[src/rtl/vga_timing_pkg.sv]
// Timing constants and the pattern-select enum for the VGA RGB source.
package vga_timing_pkg;

    localparam int CW       = 10;   // width of h/v counters and positions

    localparam int H_ACTIVE = 640;
    localparam int H_FRONT  = 16;
    localparam int H_SYNC   = 96;
    localparam int H_BACK   = 48;
    localparam int H_TOTAL  = H_ACTIVE + H_FRONT + H_SYNC + H_BACK;

    localparam int V_ACTIVE = 480;
    localparam int V_FRONT  = 10;
    localparam int V_SYNC   = 2;
    localparam int V_BACK   = 33;
    localparam int V_TOTAL  = V_ACTIVE + V_FRONT + V_SYNC + V_BACK;

    // Sync pulses sit right after the front porch; the end value is exclusive.
    localparam int H_SYNC_START = H_ACTIVE + H_FRONT;
    localparam int H_SYNC_END   = H_SYNC_START + H_SYNC;
    localparam int V_SYNC_START = V_ACTIVE + V_FRONT;
    localparam int V_SYNC_END   = V_SYNC_START + V_SYNC;

    localparam int BAR_W    = H_ACTIVE / 8;

    typedef enum logic [1:0] {
        PAT_BLACK = 2'd0,
        PAT_BARS  = 2'd1,
        PAT_GRAD  = 2'd2,
        PAT_CHECK = 2'd3
    } pattern_e;

endpackage

[src/rtl/vga_sync_gen.sv]
// Horizontal/vertical/frame counters with unregistered sync and enable decode.
module vga_sync_gen
    import vga_timing_pkg::*;
#(
    parameter int H_ACTIVE = vga_timing_pkg::H_ACTIVE,
    parameter int H_FRONT  = vga_timing_pkg::H_FRONT,
    parameter int H_SYNC   = vga_timing_pkg::H_SYNC,
    parameter int H_BACK   = vga_timing_pkg::H_BACK,
    parameter int V_ACTIVE = vga_timing_pkg::V_ACTIVE,
    parameter int V_FRONT  = vga_timing_pkg::V_FRONT,
    parameter int V_SYNC   = vga_timing_pkg::V_SYNC,
    parameter int V_BACK   = vga_timing_pkg::V_BACK
) (
    input  logic          clk,
    input  logic          reset,
    output logic [CW-1:0] h,
    output logic [CW-1:0] v,
    output logic [7:0]    frame,
    output logic          de_pre,
    output logic          hs_pre,
    output logic          vs_pre
);

    localparam logic [CW-1:0] H_LAST = CW'(H_ACTIVE + H_FRONT + H_SYNC + H_BACK - 1);
    localparam logic [CW-1:0] V_LAST = CW'(V_ACTIVE + V_FRONT + V_SYNC + V_BACK - 1);
    localparam logic [CW-1:0] H_ACT  = CW'(H_ACTIVE);
    localparam logic [CW-1:0] V_ACT  = CW'(V_ACTIVE);
    localparam logic [CW-1:0] HS_BEG = CW'(H_ACTIVE + H_FRONT);
    localparam logic [CW-1:0] HS_END = CW'(H_ACTIVE + H_FRONT + H_SYNC);
    localparam logic [CW-1:0] VS_BEG = CW'(V_ACTIVE + V_FRONT);
    localparam logic [CW-1:0] VS_END = CW'(V_ACTIVE + V_FRONT + V_SYNC);

    // Raster scan: h wraps into v, v wraps into the frame counter.
    always_ff @(posedge clk) begin
        if (reset) begin
            h     <= '0;
            v     <= '0;
            frame <= '0;
        end else if (h == H_LAST) begin
            h <= '0;
            if (v == V_LAST) begin
                v     <= '0;
                frame <= frame + 8'd1;
            end else begin
                v <= v + CW'(1);
            end
        end else begin
            h <= h + CW'(1);
        end
    end

    assign de_pre = (h < H_ACT) && (v < V_ACT);
    assign hs_pre = !((h >= HS_BEG) && (h < HS_END));
    assign vs_pre = !((v >= VS_BEG) && (v < VS_END));

endmodule

[src/rtl/vga_rgb_source.sv]
// Pixel-rate test-pattern source: mode latch, bar counter, pattern mux and
// one output register stage so sync, enable, position and colour stay aligned.
module vga_rgb_source
    import vga_timing_pkg::*;
#(
    parameter int H_ACTIVE = vga_timing_pkg::H_ACTIVE,
    parameter int H_FRONT  = vga_timing_pkg::H_FRONT,
    parameter int H_SYNC   = vga_timing_pkg::H_SYNC,
    parameter int H_BACK   = vga_timing_pkg::H_BACK,
    parameter int V_ACTIVE = vga_timing_pkg::V_ACTIVE,
    parameter int V_FRONT  = vga_timing_pkg::V_FRONT,
    parameter int V_SYNC   = vga_timing_pkg::V_SYNC,
    parameter int V_BACK   = vga_timing_pkg::V_BACK,
    parameter int BAR_W    = H_ACTIVE / 8
) (
    input  logic          clk,
    input  logic          reset,
    input  logic [1:0]    mode,
    output logic          hsync,
    output logic          vsync,
    output logic          de,
    output logic [CW-1:0] hpos,
    output logic [CW-1:0] vpos,
    output logic [7:0]    frame,
    output logic [7:0]    dr,
    output logic [7:0]    dg,
    output logic [7:0]    db
);

    localparam logic [CW-1:0] H_LAST  = CW'(H_ACTIVE + H_FRONT + H_SYNC + H_BACK - 1);
    localparam logic [CW-1:0] BAR_END = CW'(BAR_W - 1);

    logic [CW-1:0] h, v;
    logic [7:0]    frame_cnt;
    logic          de_pre, hs_pre, vs_pre;
    logic          at_origin;
    pattern_e      mode_q, pat;
    logic [CW-1:0] bar_px;
    logic [2:0]    bar_idx;
    logic [7:0]    pix_r, pix_g, pix_b;

    vga_sync_gen #(
        .H_ACTIVE(H_ACTIVE), .H_FRONT(H_FRONT), .H_SYNC(H_SYNC), .H_BACK(H_BACK),
        .V_ACTIVE(V_ACTIVE), .V_FRONT(V_FRONT), .V_SYNC(V_SYNC), .V_BACK(V_BACK)
    ) u_sync (
        .clk    (clk),
        .reset  (reset),
        .h      (h),
        .v      (v),
        .frame  (frame_cnt),
        .de_pre (de_pre),
        .hs_pre (hs_pre),
        .vs_pre (vs_pre)
    );

    assign at_origin = (h == '0) && (v == '0);
    // The frame's first pixel already uses the freshly sampled mode.
    assign pat = at_origin ? pattern_e'(mode) : mode_q;

    // Mode is captured only at frame start so a frame is never torn.
    always_ff @(posedge clk) begin
        if (reset)          mode_q <= PAT_BLACK;
        else if (at_origin) mode_q <= pattern_e'(mode);
    end

    // Bar index tracks h/BAR_W without a divider; it restarts with each line.
    always_ff @(posedge clk) begin
        if (reset || h == H_LAST) begin
            bar_px  <= '0;
            bar_idx <= '0;
        end else if (bar_px == BAR_END) begin
            bar_px  <= '0;
            bar_idx <= bar_idx + 3'd1;
        end else begin
            bar_px  <= bar_px + CW'(1);
        end
    end

    // Pattern mux; blanking forces black whatever the mode.
    always_comb begin
        pix_r = '0;
        pix_g = '0;
        pix_b = '0;
        if (de_pre) begin
            case (pat)
                PAT_BARS: begin
                    pix_r = {8{bar_idx[2]}};
                    pix_g = {8{bar_idx[1]}};
                    pix_b = {8{bar_idx[0]}};
                end
                PAT_GRAD: begin
                    pix_r = h[7:0];
                    pix_g = v[7:0];
                    pix_b = frame_cnt;
                end
                PAT_CHECK: begin
                    pix_r = {8{h[5] ^ v[5]}};
                    pix_g = {8{h[5] ^ v[5]}};
                    pix_b = {8{h[5] ^ v[5]}};
                end
                default: ;
            endcase
        end
    end

    // Single output stage: every output moves on the same edge.
    always_ff @(posedge clk) begin
        if (reset) begin
            hsync <= 1'b1;
            vsync <= 1'b1;
            de    <= 1'b0;
            hpos  <= '0;
            vpos  <= '0;
            frame <= '0;
            dr    <= '0;
            dg    <= '0;
            db    <= '0;
        end else begin
            hsync <= hs_pre;
            vsync <= vs_pre;
            de    <= de_pre;
            hpos  <= h;
            vpos  <= v;
            frame <= frame_cnt;
            dr    <= pix_r;
            dg    <= pix_g;
            db    <= pix_b;
        end
    end

endmodule
[config.mk]
export PLATFORM = sky130hd
export DESIGN_NAME = vga_rgb_source
export DESIGN_NICKNAME = d
export VERILOG_FILES = /design/src/rtl/vga_timing_pkg.sv /design/src/rtl/vga_sync_gen.sv /design/src/rtl/vga_rgb_source.sv
export SDC_FILE = /design/constraint.sdc
export NUM_CORES = 1
export LEC_CHECK = 0
export ABC_AREA = 1
export CORE_ASPECT_RATIO = 1.5
export CORE_MARGIN = 2
export CORE_UTILIZATION = 40
export CTS_CLUSTER_DIAMETER = 30
export DETAILED_ROUTE_END_ITERATION = 8
export PLACE_DENSITY = 0.67
export RECOVER_POWER = 100
export SYNTH_ARGS = -nofsm -noshare
export SYNTH_HDL_FRONTEND = slang
export SYNTH_SLANG_ARGS = --single-unit
export TNS_END_PERCENT = 50
[constraint.sdc]
create_clock -name clk -period 3.5 [get_ports clk]
set_input_delay 0.7 -clock clk [delete_from_list [all_inputs] [get_ports clk]]
set_output_delay 0.7 -clock clk [all_outputs]
set_load 0.05 [all_outputs]
==> metrics.md <==
| Metric | Value |
|---|---|
| Clock skew | 0.00741 ns |
| Sequential cell area | 0.00196 mm^2 |
| Static leakage | 2.33 nW |
| # setup viols final | 0 |
| Setup tns final | 0 ns |
| Cell row count | 45 |
| Primary FF master, synth | dfxtp_1 |
| Filler cell count | 1000 |
| DRC viols | 0 |
| Cell total after placement | 669 |
| Mapped Cells | 507 |
| Die height | 128 um |
| First-pass GRT wire length | 15400 um |
| Multi-input gate area | 0.00163 mm^2 |
| Post-CTS Setup Bufs | 0 |
| Most area-consuming cells after synthesis | dfxtp_1 48%, nand3_1 7.6%, inv_1 6.8% |
| Ys Warns | 0 |
| Startpoint types | primary input |
| Via count | 3321 |
| Nets | 574 |
| Gate power share | 0.058 |
| Rel. slew slack | 0.0465 |
| Mapped Area | 0.00408 mm^2 |
| Tmin final | 2.60 ns |
| Via density | 4.85 |
| Die width | 86.4 um |
| Root Buffer Master | clkbuf_16 |
| CP max-delay cell | clkbuf_1 |
| Syn nets | 518 |
| RSZ-0062 raised after global routing | false |
| Routed metal-1 wirelength | 3660 um |
| Worst hold path type | register to register |
| Grt ovf | 0 |
| Post-route insts no fill | 685 |
| Ports | 59 |
| Synth top cells by count | 98 x dfxtp_1, 74 x inv_1, 70 x nor2_1 |
| Crit-path cells | dlygate4sd3_1 > clkbuf_1 > nor2_1 |
| Ant. Diodes | 0 |
| Via count of the first global-routing pass | 3314 |
| Pre-Repair DR Iteration Count | 5 |
| Power per cell area | 454 mW/mm^2 |
| CTS clock-pin slew for the worst setup and hold paths | 0.06 ns |
| CTS max path bufs | 2 |
| TritonCTS clock tree | yes |
| Port bufs | 58 |
| Top-count cell post-synth | dfxtp_1 |
| Overall power | 0.00224 W |
| Fmax | 0.385 GHz |
| Post-synth EDFFs | 0 |
| Slew Viols, Final | 0 |
| Worst IR drop on VDD | 0.251 mV |
| Synthesized area per cell | 8.04 um^2 |
| Run status | finished clean |
| Switching Fraction | 0.234 |
| P&R area growth vs syn | 20.7% |
| DR WL met2 | 4870 um |
| Insertion delay to the later sink of the worst-skew pair | 0.35 ns |
| Post-DP Area | 0.00469 mm^2 |
| Final HPWL DP | 6960 um |
| Starting Density | 0.407 |
| CP max FO | 33 |
| Yosys top cell by area | dfxtp_1 |
| Worst slew pin tran | 1.43 ns |
| Routability cong. | 0.879 |
| Post-synth ARST share | 0 |
| Initial antenna violation count | 0 |
| Layout cell share with drive strength beyond 1 | 0.0775 |
| Hold Vio Cnt, Final | 0 |
| Share of power burned in registers | 0.508 |
| Largest net degree at the start of global routing | 34 |
| H-tree levels | 3 |
| DR WL/cell | 13.4 um |
| Max_cap viols | 0 |
| WL final | 9170 um |
| Final Core Density | 0.491 |
| Max Used Layer | met4 |
| 1st-iter DRT viols | 187 |
| Crit path DAT | 2.76 ns |
| Max stage delay on crit path | 1.09 ns |
| Seq/Total Area, Yosys | 0.481 |
| Gr usage total | 0.180 |
| Distinct cells, synth | 33 |
| Resize count post-CTS | 0 |
| Core region area | 0.0100 mm^2 |
| Die area | 0.0110 mm^2 |
| Cell Int Power | 0.00171 W |
| Critical path class | primary input to register |
| #FFs+latches synth | 98 |
| Final Cell Area | 0.00492 mm^2 |
| Post-synth top area share | 0.481 |
| Hold buffers post-CTS | 0 |
| Fraction of the cycle the final worst path needs | 0.742 |
| CTS Sinks | 98 |
| P_sw | 0.000524 W |
| Final ANT Viol Nets | 0 |
| Req. time, crit path | 3.66 ns |
| Clk pwr share | 0.434 |
| Metal3 WL | 286 um |
| Crit end category | register |
| Num CTS Buffers | 9 |
critical path, delay by kind of cell:
kind / cells / cell delay, ns
simple gates: 1 / 0.18
buf+inv: 2 / 1.86
layer usage:
layer,track usage,up-vias
met2,0.318,63
met5,0,-
li1,-,1719
met3,0.0367,25
met1,0.193,1514
met4,0.106,0
power by group through the flow:
stage	sequential, W	combinational, W	clock (W)
after detailed placement	0.00116	0.000136	0
final	0.00114	0.000130	0.000972
after floorplan	0.00117	0.000107	0
after CTS	0.00114	0.000136	0.000987
after global placement	0.00116	0.000132	0
after global routing	0.00114	0.000145	0.00103
cell usage in the layout, fill, tap and decap left out, drive strengths merged:
master	count
a211oi	1
a21oi	18
a31oi	2
bufinv	1
clkbuf	13
clkdlybuf4s50	2
clkinv	2
clkinvlp	2
dfxtp	98
dlygate4sd3	56
ha	7
inv	81
nand2	71
nand3	70
nand4	9
nor2	83
nor3	19
nor3b	6
o2111ai	1
o211ai	1
o21a	2
o21ai	12
o21bai	1
xor2	10
registers in the layout (all words and copies together) (netlist names), 8 cells and up:
name          cells
vpos             10
hpos             10
db                8
dr                8
u_sync.h         10
u_sync.v         10
u_sync.frame      8
bar_px           10
dg                8
frame             8
cells by family after synthesis:
kind of cell	Yosys count	share of synthesized area
compound gates	38	0.0512
xor+xnor	10	0.0215
fa+ha+maj	7	0.0215
buf+inv	96	0.106
flops	98	0.481
simple gates	258	0.319
cell type report:
cell class | instances | area share
clock buffers | 11 | 0.0473
clock inverters | 5 | 0.0112
inverters | 81 | 0.0618
multi-input cells | 313 | 0.332
flip-flops and latches | 98 | 0.399
well taps | 117 | 0.0297
repair buffers | 60 | 0.120
stage by stage:
stage	hold slack, ns	setup WS, ns
after CTS	0.462	1.31
after detailed placement	0.450	1.11
after global routing	0.470	0.701
after floorplan	0.418	1.94
after global placement	0.429	1.14
final	0.457	0.903
worst paths after layout:
kind,start,end,slack [ns],cells after the start
min reg2reg,bar_px[0],bar_px[0],0.46,1
max,reset,hpos[0],0.90,3
max reg2reg,u_sync.h[0],bar_px[9],1.13,11
min,bar_px[0],bar_px[0],0.46,1
Power figures use the tool's default switching activity.
